### config.mk
export PLATFORM = sky130hd
export DESIGN_NAME = alu_exec_stage
export DESIGN_NICKNAME = d
export VERILOG_FILES = /design/src/rtl/alu_pkg.sv /design/src/rtl/alu_exec_stage_regfile32.sv /design/src/rtl/alu_exec_stage.sv
export SDC_FILE = /design/constraint.sdc
export NUM_CORES = 2
export LEC_CHECK = 0
export CAP_MARGIN = 5
export CORE_AREA = 2 2 313 376
export DETAILED_ROUTE_END_ITERATION = 12
export DIE_AREA = 0 0 315 378
export HOLD_SLACK_MARGIN = 0.08
export PLACE_DENSITY = 0.85
export SYNTH_ARGS = -nofsm -noshare
export SYNTH_HDL_FRONTEND = slang
export SYNTH_SLANG_ARGS = --single-unit
export TNS_END_PERCENT = 5
### constraint.sdc
create_clock -name clk -period 3.3 [get_ports clk]
set_input_delay 0.66 -clock clk [delete_from_list [all_inputs] [get_ports clk]]
set_output_delay 0.66 -clock clk [all_outputs]
set_load 0.02 [all_outputs]
### src/rtl/alu_pkg.sv
// Shared definitions for the ALU execute stage: opcodes, FSM encoding,
// flag bit positions and the latched-command record.
package alu_pkg;

  localparam int DW   = 32;
  localparam int NREG = 32;
  localparam int AW   = 5;

  // ALU opcodes; any other value is undefined and produces a zero result.
  localparam logic [3:0] OP_ADD  = 4'b0000;
  localparam logic [3:0] OP_SLL  = 4'b0001;
  localparam logic [3:0] OP_SLT  = 4'b0010;
  localparam logic [3:0] OP_SLTU = 4'b0011;
  localparam logic [3:0] OP_XOR  = 4'b0100;
  localparam logic [3:0] OP_SRL  = 4'b0101;
  localparam logic [3:0] OP_OR   = 4'b0110;
  localparam logic [3:0] OP_AND  = 4'b0111;
  localparam logic [3:0] OP_SUB  = 4'b1000;
  localparam logic [3:0] OP_SRA  = 4'b1101;

  // Execute-stage FSM encoding.
  localparam logic [1:0] ST_IDLE = 2'd0;
  localparam logic [1:0] ST_EXEC = 2'd1;
  localparam logic [1:0] ST_WB   = 2'd2;
  localparam logic [1:0] ST_HOLD = 2'd3;

  // Bit positions inside res_flags.
  localparam int FLAG_ZF = 3;
  localparam int FLAG_CF = 2;
  localparam int FLAG_OF = 1;
  localparam int FLAG_SF = 0;

  // Everything captured from a command at acceptance time.
  typedef struct packed {
    logic [3:0]    op;
    logic [AW-1:0] rd;
    logic [DW-1:0] opa;
    logic [DW-1:0] opb;
  } cmd_latch_t;

  // Packs the individual ALU flags into the res_flags layout.
  function automatic logic [3:0] pack_flags(input logic zf, input logic cf,
                                            input logic of, input logic sf);
    logic [3:0] f;
    f          = '0;
    f[FLAG_ZF] = zf;
    f[FLAG_CF] = cf;
    f[FLAG_OF] = of;
    f[FLAG_SF] = sf;
    return f;
  endfunction

endpackage

### src/rtl/alu_exec_stage_regfile32.sv
// 32-entry register file: two operand read ports, one debug read port and a
// single synchronous write port. Register 0 is hardwired to zero.
module regfile32
  import alu_pkg::*;
#(
  parameter int NREG = 32,
  parameter int DW   = 32
) (
  input  logic          clk,
  input  logic          rst,
  input  logic [4:0]    raddr_a,
  output logic [DW-1:0] rdata_a,
  input  logic [4:0]    raddr_b,
  output logic [DW-1:0] rdata_b,
  input  logic [4:0]    dbg_addr,
  output logic [DW-1:0] dbg_data,
  input  logic          we,
  input  logic [4:0]    waddr,
  input  logic [DW-1:0] wdata
);

  logic [DW-1:0] regs_q [NREG];
  logic [DW-1:0] regs_d [NREG];

  // Next-state of the array: a single write, never to register 0.
  always_comb begin
    // NOTE: every always_comb output gets a full default first so no path
    // leaves it unassigned, which is what would otherwise infer a latch.
    regs_d = regs_q;
    if (we && (waddr != 5'd0)) begin
      regs_d[waddr] = wdata;
    end
  end

  // Register array update with synchronous clear.
  always_ff @(posedge clk) begin
    // NOTE: sequential state uses non-blocking assignments only; blocking
    // assignments belong in always_comb.
    if (rst) begin
      // NOTE: the whole array is cleared on reset because software relies on
      // every register reading zero afterwards, so this storage is built from
      // resettable flops rather than a RAM.
      for (int i = 0; i < NREG; i++) begin
        regs_q[i] <= '0;
      end
    end else begin
      regs_q <= regs_d;
    end
  end

  assign rdata_a  = (raddr_a  == 5'd0) ? '0 : regs_q[raddr_a];
  assign rdata_b  = (raddr_b  == 5'd0) ? '0 : regs_q[raddr_b];
  assign dbg_data = (dbg_addr == 5'd0) ? '0 : regs_q[dbg_addr];

endmodule

### src/rtl/alu_exec_stage.sv
// Operand-fetch / execute / write-back stage in front of the combinational
// ALU. One command in flight at a time: IDLE -> EXEC -> WB -> HOLD -> IDLE.
module alu_exec_stage
  import alu_pkg::*;
#(
  parameter int NREG = 32,
  parameter int DW   = 32
) (
  input  logic          clk,
  input  logic          rst,
  input  logic          cmd_valid,
  output logic          cmd_ready,
  input  logic [3:0]    cmd_op,
  input  logic [4:0]    cmd_rs1,
  input  logic [4:0]    cmd_rs2,
  input  logic [4:0]    cmd_rd,
  input  logic          cmd_use_imm,
  input  logic [DW-1:0] cmd_imm,
  output logic [3:0]    ALU_OP,
  output logic [DW-1:0] ALU_A,
  output logic [DW-1:0] ALU_B,
  input  logic [DW-1:0] ALU_F,
  input  logic          ZF,
  input  logic          CF,
  input  logic          OF,
  input  logic          SF,
  output logic          res_valid,
  input  logic          res_ready,
  output logic [DW-1:0] res_data,
  output logic [3:0]    res_flags,
  input  logic          ld_we,
  input  logic [4:0]    ld_addr,
  input  logic [DW-1:0] ld_data,
  input  logic [4:0]    dbg_addr,
  output logic [DW-1:0] dbg_data
);

  logic [1:0]    state_q,     state_d;
  cmd_latch_t    lat_q,       lat_d;
  logic [DW-1:0] res_data_q,  res_data_d;
  logic [3:0]    res_flags_q, res_flags_d;
  logic          res_valid_q, res_valid_d;

  logic [DW-1:0] rf_rdata_a;
  logic [DW-1:0] rf_rdata_b;
  logic          rf_we;
  logic [4:0]    rf_waddr;
  logic [DW-1:0] rf_wdata;

  regfile32 #(
    .NREG (NREG),
    .DW   (DW)
  ) u_regfile (
    .clk      (clk),
    .rst      (rst),
    .raddr_a  (cmd_rs1),
    .rdata_a  (rf_rdata_a),
    .raddr_b  (cmd_rs2),
    .rdata_b  (rf_rdata_b),
    .dbg_addr (dbg_addr),
    .dbg_data (dbg_data),
    .we       (rf_we),
    .waddr    (rf_waddr),
    .wdata    (rf_wdata)
  );

  // External loads have priority over commands, and only IDLE listens.
  assign cmd_ready = (state_q == ST_IDLE) && !ld_we;

  // FSM next state, operand latching, result capture and the shared
  // write-port mux (loads in IDLE, write-back in WB; never both).
  always_comb begin
    state_d     = state_q;
    lat_d       = lat_q;
    res_data_d  = res_data_q;
    res_flags_d = res_flags_q;
    res_valid_d = res_valid_q;
    rf_we       = 1'b0;
    rf_waddr    = ld_addr;
    rf_wdata    = ld_data;

    case (state_q)
      ST_IDLE: begin
        if (ld_we) begin
          rf_we = 1'b1;
        end else if (cmd_valid) begin
          lat_d.op  = cmd_op;
          lat_d.rd  = cmd_rd;
          lat_d.opa = rf_rdata_a;
          lat_d.opb = cmd_use_imm ? cmd_imm : rf_rdata_b;
          state_d   = ST_EXEC;
        end
      end
      ST_EXEC: begin
        res_data_d  = ALU_F;
        res_flags_d = pack_flags(ZF, CF, OF, SF);
        state_d     = ST_WB;
      end
      ST_WB: begin
        rf_we       = (lat_q.rd != 5'd0);
        rf_waddr    = lat_q.rd;
        rf_wdata    = res_data_q;
        res_valid_d = 1'b1;
        state_d     = ST_HOLD;
      end
      ST_HOLD: begin
        if (res_ready) begin
          res_valid_d = 1'b0;
          state_d     = ST_IDLE;
        end
      end
      default: state_d = ST_IDLE;
    endcase
  end

  // Stage state; reset drops any command in flight.
  always_ff @(posedge clk) begin
    if (rst) begin
      state_q     <= ST_IDLE;
      lat_q       <= '0;
      res_data_q  <= '0;
      res_flags_q <= '0;
      res_valid_q <= 1'b0;
    end else begin
      state_q     <= state_d;
      lat_q       <= lat_d;
      res_data_q  <= res_data_d;
      res_flags_q <= res_flags_d;
      res_valid_q <= res_valid_d;
    end
  end

  // The latched command drives the ALU; it only changes on acceptance, so
  // the ALU inputs hold their last values outside EXEC.
  assign ALU_OP    = lat_q.op;
  assign ALU_A     = lat_q.opa;
  assign ALU_B     = lat_q.opb;

  assign res_valid = res_valid_q;
  assign res_data  = res_data_q;
  assign res_flags = res_flags_q;

endmodule
-- Word level (Yosys, flattened, before mapping)
Index checks and enable logic that the tools add are counted.
- bits in registers: 1136
- bits of input ports: 135
- output and inout port bits: 138
- word-level logic and storage cells: 96
- order comparisons: 5
- eq/ne operators: 6
- muxes and demuxes: 26
- bitwise operators: 5
- reduce and logical (&&, ||, !) cells: 14
- operators with widths (cell ; number):
    $bwmux 1024 ; 1
    $bmux 32 s5 ; 3
    $mux 32 ; 12
    $demux 32 s5 ; 1
    $ge 6x6->1 const B ; 4
    $not 5->6 ; 4
    $logic_not 5->1 ; 3
    $reduce_bool 5->1 ; 2
    $pmux 2 s4 ; 1
    $lt 6x1->1 const B ; 1
    $mux 2 ; 3
    $ne 2x2->1 const B ; 3
    $reduce_and 3->1 ; 2
    $mux 5 ; 1
    $eq 2x2->1 const B ; 2
    $pmux 1 s2 ; 2
    $logic_and 1x1->1 ; 3
    $eq 2x1->1 const B ; 1
    $logic_not 2->1 ; 1
    $mux 1 ; 2
    $reduce_and 2->1 ; 1
    $reduce_bool 2->1 ; 1
    $logic_not 1->1 ; 1
    $not 1->1 ; 1

-- Depth between registers and ports, before layout
- word-level depth: 8
- mapped depth: 11
- gate-level depth less buffers: 7

-- Cells and area by module
A second synthesis with hierarchy kept.
- cells, all modules: 7162
- area total of the unflattened synthesis: 65407.7 µm²
- modules (own cells, without submodules) (module ; times used ; cells an instance ; area an instance (µm²) ; seq. area each (µm²)):
    regfile32 ; 1 ; 6588 ; 59997.5 ; 20499.7
    alu_exec_stage ; 1 ; 574 ; 5410.2 ; 2242.2

-- Worst setup path before layout
Ideal clock, no wire load.
- path kind: in2out
- start point: input port dbg_addr[1]
- end point: output port dbg_data[10]
- data arrival time: 2.806 ns
- data required time: 2.640 ns
- path slack: -0.166 ns
- stages on the path: 8
- buffers on the path: 4
- path through: buf_2 buf_2 clkbuf_1 buf_1 mux4_2 mux4_2 nand2_1 o21ai_0
- cells in the longest elaborated chain, start to end: 5
- elaborated cells on any way between the ends: 6
- those cells by class: mux: 4; bitwise: 1; reduce/logical: 1
- ends and longest elaborated chain (item ; RTL line ; text):
    from (decl) ; alu_exec_stage.sv:34 ; input logic [4:0] dbg_addr,
    $not 5->6 (implied by the code) ; alu_exec_stage_regfile32.sv:53 ; assign dbg_data = (dbg_addr == 5'd0) ? '0 : regs_q[dbg_addr];
    $bmux 32 s5 ; alu_exec_stage_regfile32.sv:53 ;
    $mux 32 (implied by the code) (2 in series) ; alu_exec_stage_regfile32.sv:53 ;
    $mux 32 * ; alu_exec_stage_regfile32.sv:53 ;
    to (decl) ; alu_exec_stage.sv:35 ; output logic [DW-1:0] dbg_data
Every way passes the cells marked *; elsewhere a longest branch is shown, timed or not. The select of a mux whose other input is x is not followed.

-- Worst setup path after layout
- start point: input port dbg_addr[0]
- end point: output port dbg_data[30]
The elaborated chain is that of the path after synthesis.

==> flow_summary_export.csv <==
group,metric,value,unit
route,avgRoutedWirePerCell,33.4,µm
route,drc_violations_left,0,
yosys,mean_instance_size_in_the_synthesized_netlist,11.1,µm²
cells_and_area,layout-area-overhead-vs-synth,16.7,%
cts,clkTransAtPathRegs,0.07,ns
placed_design,routabilityCongestion,0.956,
route,drtPass1Iterations,9,
placed_design,placedCellCount,7201,
yosys,synthesis.area,0.0642,mm²
worst_setup_path,cpMaxStageDelayCell,"sky130_fd_sc_hd__mux4_2",
global_routing,grt_overflow_total,0,
worst_setup_path,r2r_setup_slack,0.13,ns
global_routing,grt_antenna_before_repair,12,
power,finalPower,0.0379,W
cells_and_area,layout-drive-gt1-share,29.8,%
yosys,async_flop_share,0,%
cells_and_area,num-nets-final,5960,
timing,finalSetupViolCount,31,
timing,tightestPinTransition,1.21,ns
worst_setup_path,start_kind,"primary input",
yosys,synth-warning-count,0,
worst_setup_path,critical_path.max_fanout,8,
cts,tritoncts,"built",
power,worst_ir_drop_vdd,434,µV
die,ios,273,
global_routing,grt_first_pass_wirelength,367000,µm
yosys,yosys_register_bits,1136,
route,detailroute.via_count,57100,
yosys,synth_sequential_area_ratio,35.4,%
yosys,count_of_flip_flops_with_a_built_in_enable_after_synthesis,0,
cts,clock_buffer_count_from_cts,113,
worst_setup_path,worst_path_cell_chain,"buf_16 -> buf_16 -> buf_12 -> buf_12 -> buf_16 -> buf_4 -> mux4_2 -> mux4_2 -> inv_2 -> o21ai_4 -> buf_6",
worst_setup_path,critical_path_required,2.64,ns
global_routing,grt_pass1_vias,57500,
die,die_w,315,µm
cells_and_area,fillers,8253,
worst_setup_path,worst_path_most_repeated_cell,"sky130_fd_sc_hd__buf_16",
timing,clock_skew,0.0482,ns
global_routing,global_route.usage.total,41.4,%
placed_design,place_hpwl,151000,µm
cts,root_buffer,"sky130_fd_sc_hd__clkbuf_16",
cells_and_area,layoutNonFillerInstCount,7454,
die,dieArea,0.119,mm²
yosys,ys.flop_type,"sky130_fd_sc_hd__dfxtp_1",
route,drt_iter0_markers,8610,
status,failing_checks,"negative setup slack",
worst_setup_path,maximum_single_stage_delay_on_the_critical_path,0.52,ns
timing,min_period_over_period,108,%
timing,timing.fmax,281,MHz
worst_setup_path,crit_path_end_kind,"primary output",
yosys,syn_nets,5944,
power,pwr_density_cell,506,mW/mm²
timing,final.setup.worst_slack,-0.260,ns
yosys,synth.lib_cells_used.distinct,54,
die,floorplan.initialDensity,55.5,%
timing,finalCriticalPeriod,3.56,ns
timing,hold_slack_final,0.358,ns
die,die_height,378,µm
worst_setup_path,arrival,2.90,ns
global_routing,pin_count_of_the_biggest_net_entering_global_routing,133,
timing,report.final.slew_viol_count,0,
placed_design,port_buffers,272,
yosys,syn-instance-count,5805,
run,cap_viol_max_count,0,
worst_setup_path,ws_path_type,"primary input to primary output",
cts,clk_latency,0.77,ns
die,num_rows,137,
min_path,worst_hold_path_type,"primary input to register",
cts,cts-root-to-sink-buffers,3,
die,core_area,0.116,mm²
power,total_leakage_power,24.2,nW
status,status,"complete, but fails checks",
cts,cts.htree.levels,3,
timing,worst_slew_margin_rel,19.6,%
cts,clkSinkCount,1136,
timing,unrepaired_setup_endpoints_after_global_routing,"true",
route,wirelength,249000,µm
route,antenna_left,0,
route,post_drt_via_cell_ratio,7.66,
timing,final_hold_viol_count,0,
## power by group
part	switching, W	leakage, nW	internal (W)
Clock	0.00591	1.97	0.00834
Sequential	0.000850	9.17	0.0144
Combinational	0.00519	13.1	0.00326
## area by class of cell
type | instances | area, µm² | area share [%]
diodes | 10 | 25.0 | 0.0334
clock buffers | 152 | 3220 | 4.29
clock inverters | 57 | 866 | 1.15
inverters | 39 | 146 | 0.195
multi-input cells | 3851 | 38300 | 51.1
flip-flops and latches | 1136 | 22700 | 30.3
well taps | 1529 | 1910 | 2.55
repair buffers | 680 | 7730 | 10.3
## synthesized netlist by cell type (37+ instances only)
library cell               count  area, µm²
sky130_fd_sc_hd__a21oi_1      92        460
sky130_fd_sc_hd__o21ai_0      45        225
sky130_fd_sc_hd__a221oi_1     40        350
sky130_fd_sc_hd__clkbuf_1    461       1730
sky130_fd_sc_hd__buf_1        47        176
sky130_fd_sc_hd__mux2i_1     164       1640
sky130_fd_sc_hd__inv_1        37        139
sky130_fd_sc_hd__nand2b_1     37        231
sky130_fd_sc_hd__dfxtp_1    1136      22700
sky130_fd_sc_hd__a211oi_1    986       7400
sky130_fd_sc_hd__buf_4        97        728
sky130_fd_sc_hd__nor2_1     1048       3930
sky130_fd_sc_hd__a211oi_2     67        838
sky130_fd_sc_hd__buf_2       160        801
sky130_fd_sc_hd__mux4_2      800      18000
sky130_fd_sc_hd__nand2_1     112        420
sky130_fd_sc_hd__nor2b_1      52        325
sky130_fd_sc_hd__mux2_2      145       1630
## state kept, by name, summed over array words and instances, names as in the netlist
name	flops
ALU_A	32
ALU_B	32
ALU_OP	4
lat_q	5
res_data	32
res_flags	4
res_valid	1
state_q	2
u_regfile.regs_q	1024
## placed cells by master, fill, tap and decap left out, drive strengths merged, types with 37 or more instances in the layout
cell type,Yosys,final
dfxtp,1136,1136
a21oi,95,95
mux2,145,145
mux2i,164,164
a221oi,40,40
clkdlybuf4s50,0,225
a211oi,1053,1053
buf,318,440
nand2b,37,37
inv,39,44
nand2,112,112
clkbuf,461,153
nor2b,52,52
mux4,800,800
nor2,1048,1048
o21ai,45,45
## metal layers
metal | vias to the layer above | track usage [%] | wire [µm]
met5 | - | 0 | 74
met4 | 12 | 36.5 | 26800
met3 | 1756 | 16.5 | 38700
met2 | 5585 | 60.4 | 106000
met1 | 27200 | 47.0 | 77200
li1 | 22500 | - | -
## timing repair
item	in CTS	in global routing
hold buffers	0	0
gates resized for setup	167	21
cloned	9	0
pin swaps	0	1
endpoints found under the setup margin	32	33
buffers inserted	20	5
## worst max-delay path: cells and delay by family
kind | cells | cell delay (ns)
multiplexers | 2 | 1.01
AO/OA/AOI/OAI | 1 | 0.11
buffers and inverters | 8 | 1.09
## kinds of logic after synthesis
logic type	count (synthesis)	share of synthesized area [%]
AOI/OAI and AO/OA	1391	16.9
and+or+nand+nor	1347	8.66
DFF	1136	35.4
muxes	1109	33.2
buffers and inverters	818	5.82
adders and majority gates	4	0.0779
## path summary, 6_finish.rpt
path	startpoint	end	cells past startpoint
setup / recovery	dbg_addr[0]	dbg_data[30]	11
hold / removal	rst	u_regfile.regs_q[942]	2
setup reg to reg	state_q[0]	u_regfile.regs_q[414]	9
hold reg to reg	ALU_OP[1]	ALU_OP[1]	2
## per-stage QoR
stage	instance area, µm²	setup TNS, ns	util (%)	setup WS (ns)
finish	75000	-3.83	64.8	-0.260
detailed placement	70100	-15.43	60.6	-0.943
global route	75000	-4.76	64.8	-0.265
floorplan	64300	0	-	0.0117
CTS	74900	-2.60	64.7	-0.184
global placement	70100	-14.77	60.6	-0.884
No activity file was read; power rests on OpenSTA's default activity.
